File: config.mk
export PLATFORM = sky130hd
export DESIGN_NAME = top_decryption
export DESIGN_NICKNAME = d
export VERILOG_FILES = /design/src/rtl/top_decryption.sv
export SDC_FILE = /design/constraint.sdc
export NUM_CORES = 1
export LEC_CHECK = 0
export CAP_MARGIN = 20
export CELL_PAD_IN_SITES_DETAIL_PLACEMENT = 2
export CELL_PAD_IN_SITES_GLOBAL_PLACEMENT = 2
export CORE_UTILIZATION = 43
export CTS_BUF_LIST = sky130_fd_sc_hd__clkbuf_4 sky130_fd_sc_hd__clkbuf_8
export DETAILED_ROUTE_END_ITERATION = 8
export MAX_ROUTING_LAYER = met4
export PLACE_DENSITY = 0.9
export SYNTH_ARGS = -nofsm -noshare
export SYNTH_HDL_FRONTEND = slang
export SYNTH_SLANG_ARGS = --single-unit
File: constraint.sdc
create_clock -name clk -period 24 [get_ports clk]
set_input_delay 3.6 -clock clk [delete_from_list [all_inputs] [get_ports clk]]
set_output_delay 3.6 -clock clk [all_outputs]
set_load 0.01 [all_outputs]
File: src/rtl/top_decryption.sv
// Five-round 64-bit word decryptor with a single out_rdy-driven pipeline enable.
// Non-payload words travel alongside the ciphertext and leave unchanged.
module top_decryption (
  input  logic        clk,
  input  logic        reset_n,
  input  logic [63:0] in_data,
  input  logic [7:0]  in_ctrl,
  input  logic        in_wr,
  output logic        in_rdy,
  input  logic [79:0] key,
  input  logic        inside_payload,
  output logic [63:0] out_data,
  output logic [7:0]  out_ctrl,
  output logic        out_wr,
  input  logic        out_rdy
);

  // Handshake: a word moves on a rising edge only when in_wr=1 and in_rdy=1.
  // in_rdy mirrors out_rdy, so the whole pipeline advances or holds as one unit.
  logic en;
  assign en     = out_rdy;
  assign in_rdy = out_rdy;

  // Round state is packed as {w3, w2, w1, w0}, so the state after round 5
  // is already in output order {n3, n2, n1, n0}.
  function automatic logic [63:0] dec_round(input logic [63:0] s, input logic [15:0] k);
    logic [15:0] w0, w1, w2, w3, n0, n1;
    w0 = s[15:0];
    w1 = s[31:16];
    w2 = s[47:32];
    w3 = s[63:48];
    n0 = {w0[2:0], w0[15:3]} ^ k;
    n1 = w1 - k;
    return {w3 ^ n1, w2 ^ n0, n1, n0};
  endfunction

  logic [63:0] st_in;
  assign st_in = {in_data[47:32], in_data[63:48], in_data[15:0], in_data[31:16]};

  // Index i holds round slot R(i+1).
  logic [4:0]  vld;
  logic [4:0]  pay;
  logic [7:0]  ctrl [5];
  logic [63:0] orig [5];
  logic [63:0] st   [5];
  logic [63:0] nxt_st [5];
  logic        o_vld;

  always_comb begin
    for (int i = 0; i < 5; i++) nxt_st[i] = '0;
    nxt_st[0] = dec_round(st_in, key[15:0]);
    for (int i = 1; i < 5; i++) nxt_st[i] = dec_round(st[i-1], key[16*i +: 16]);
  end

  always_ff @(posedge clk) begin
    if (!reset_n) begin
      vld      <= '0;
      pay      <= '0;
      o_vld    <= 1'b0;
      out_data <= '0;
      out_ctrl <= '0;
      for (int i = 0; i < 5; i++) begin
        ctrl[i] <= '0;
        orig[i] <= '0;
        st[i]   <= '0;
      end
    end else if (en) begin
      vld[0]  <= in_wr;
      pay[0]  <= inside_payload;
      ctrl[0] <= in_ctrl;
      orig[0] <= in_data;
      for (int i = 1; i < 5; i++) begin
        vld[i]  <= vld[i-1];
        pay[i]  <= pay[i-1];
        ctrl[i] <= ctrl[i-1];
        orig[i] <= orig[i-1];
      end
      for (int i = 0; i < 5; i++) st[i] <= nxt_st[i];
      o_vld    <= vld[4];
      out_data <= pay[4] ? st[4] : orig[4];
      out_ctrl <= ctrl[4];
    end
  end

  assign out_wr = o_vld & out_rdy;

endmodule

==> reports/qor.txt <==
DR pass1 iterations: 5
Area of the core: 79130 µm²
Yosys cell types: 63
Final setup violation count: 0
Chip Width: 285.1 µm
GRT Overall Usage: 34.14%
Routed len/inst: 34.12 µm
Row count: 103
Die height: 285.1 µm
IO Count: 231
Post-CTS Hold Fix Bufs: 0
Syn Inst Count: 2633
Worst-skew pair later-pin latency: 0.83 ns
DRC violation count after routing: 0
Drt total wl: 136.7 mm
CTS tree: yes
Top cell type's share of synthesized area: 59.24%
Post-route ant nets: 0
CP max FO: 111
VDD IR max: 0.05788 mV
Register area share after synthesis: 64.06%
Met2 Wirelength: 70.07 mm
Max Fclk: 117.1 MHz
Final setup TNS: 0 ns
Mapped Nets: 2875
Met3 routed WL: 6.588 mm
Total grt overflow: 0
Count of flip-flops with a built-in enable after synthesis: 680
CP endpoint kind: primary output
Fillers: 7397
# port buffers: 230
Top Layer Used: met4
Asr flop ratio synth: 0%
Most instantiated library cell after synthesis: edfxtp_1
Routed met1 length: 49.17 mm
Clock share of power: 36.2%
Clock Path Buffers: 3
Final Skew: 0.04866 ns
Yosys Warn Count: 0
Max-slew violation count: 0
Max Cap Viol: 0
Final Hold Viols: 0
Num CTS Buffers: 134
Layout net count: 3104
RePlAce Congestion: 0.8949
Switching Share: 30.52%
CTS resizes: 0
First-pass GRT wire length: 191.7 mm
Post-detail-place hpwl: 86.15 mm
Area leader, netlist: edfxtp_1
Logic pwr share: 16.0%
Synth Register Bits: 763
Setup WS pre-CTS: 15.47 ns
Area growth syn-to-layout: 17.25%
Reg area: 22080 µm²
Multi-input gate area: 11480 µm²
Via count: 23550
CTS Root Buffer Type: clkbuf_8
Initial core utilization: 43.56%
Antenna violations before repair: 3
Die ar.: 81300 µm²
Synth top area cells: edfxtp_1 59%, and3_1 6.7%, dfxtp_1 4.8%
Worst rel slew slack: 15.63%
Leak: 17.52 nW
Worst setup margin: 15.46 ns
Initial DRC count: 2238
HP Class: flip-flop to flip-flop
Worst Setup Start Kind: primary input
Most used DFF post-synth: edfxtp_1
Fin crit period: 8.537 ns
Largest net degree at the start of global routing: 327
Critical path class: primary input to primary output
Post-CTS Setup Bufs: 0
Vias in the first global route: 25510
CTS sink count: 763
# H-tree levels: 4
Status: complete, no violations
Total Power: 3.473 mW
Mapped Area: 34470 µm²
Power Dens Cells: 85.92 nW/µm²
RSZ-0062 raised after global routing: no
Synthesized area per cell: 13.09 µm²
Worst EP arrival: 4.94 ns
Clk slew on worst S/H paths: 0.06 ns
Pint: 2.413 mW
Vias/cell: 5.878
Sw power: 1.060 mW
Top cells by count, synth: 680 x edfxtp_1, 370 x and3_1, 220 x nor2_1
Critical path data required time: 20.40 ns
Worst-margin pin slew: 1.266 ns
Share of layout cells above drive strength 1: 8.531%
Period utilization: 35.57%
Flop pwr share: 47.8%
metal layers:
metal	global-route usage, %	vias to the layer above
li1	-	9882
met1	36.54	12100
met2	58.52	1144
met3	4.928	418
met4	23.18	0
met5	-	-
through the flow:
stage / std cells / util [%] / hold slack (ns) / cell area [µm²]
after detailed placement: 3770 / 47.61 / 0.4698 / 37670
after global routing: 4006 / 51.08 / 0.4989 / 40420
after CTS: 3998 / 50.88 / 0.4833 / 40260
final: 4006 / 51.08 / 0.4786 / 40420
after global placement: 3769 / 47.57 / 0.4663 / 37640
after floorplan: 2633 / - / 0.4744 / 34470
critical path: stages:
cell and delay (ns):
buf_8 0.46, and2_1 0.24, clkdlybuf4s50_1 0.55
layout make-up:
cell class	count	area share, %
inverters	86	0.7987
multi-input cells	1626	28.40
clock inverters	41	0.7678
well taps	1050	3.251
diodes	2	0.01238
flip-flops and latches	763	54.64
repair buffers	251	6.483
clock buffers	187	5.641
registers in the layout (all words and copies together) (netlist names):
register  flops
orig        320
st          320
out_data     64
ctrl         40
out_ctrl      8
pay           5
vld           5
o_vld         1
power by group through the flow:
stage               logic (mW)  registers (mW)  clock network, mW
finish                   0.555            1.66               1.26
global route             0.576            1.66               1.31
CTS                      0.544            1.66               1.26
detailed placement       0.510            1.68                  0
global placement         0.464            1.66                  0
floorplan                0.309            1.67                  0
kinds of logic after synthesis:
family | share of synthesized area (%)
multiplexers | 2.472
adder cells (fa/ha/maj) | 3.194
AND/OR/NAND/NOR | 13.94
AO/OA/AOI/OAI | 5.576
XOR/XNOR | 8.073
buffers and inverters | 2.683
flip-flops | 64.06
placed cells by master (no fill, tap or decap), drive strengths merged, types with 80 or more instances in the layout:
cell type / synthesis / routed
mux2i: 84 / 84
and3: 372 / 372
inv: 86 / 96
edfxtp: 680 / 680
ha: 80 / 80
nor2: 220 / 220
dfxtp: 83 / 83
clkbuf: 151 / 187
nand2: 110 / 110
xnor2: 164 / 164
and2: 134 / 134
xor2: 133 / 133
clkdlybuf4s50: 0 / 228
path summary, 6_finish.rpt:
| path | startpoint | endpoint | slack, ns | cells after the start |
|---|---|---|---|---|
| setup / recovery | out_rdy | out_wr | 15.46 | 3 |
| hold / removal | out_data[45]$_SDFFE_PN0P_ | out_data[45]$_SDFFE_PN0P_ | 0.48 | 1 |
| setup reg to reg | st[0][80]$_SDFFCE_PN0P_ | st[0][190]$_SDFFCE_PN0P_ | 20.45 | 11 |
| hold reg to reg | out_data[45]$_SDFFE_PN0P_ | out_data[45]$_SDFFE_PN0P_ | 0.48 | 1 |
(Power assumes the default switching activity.)
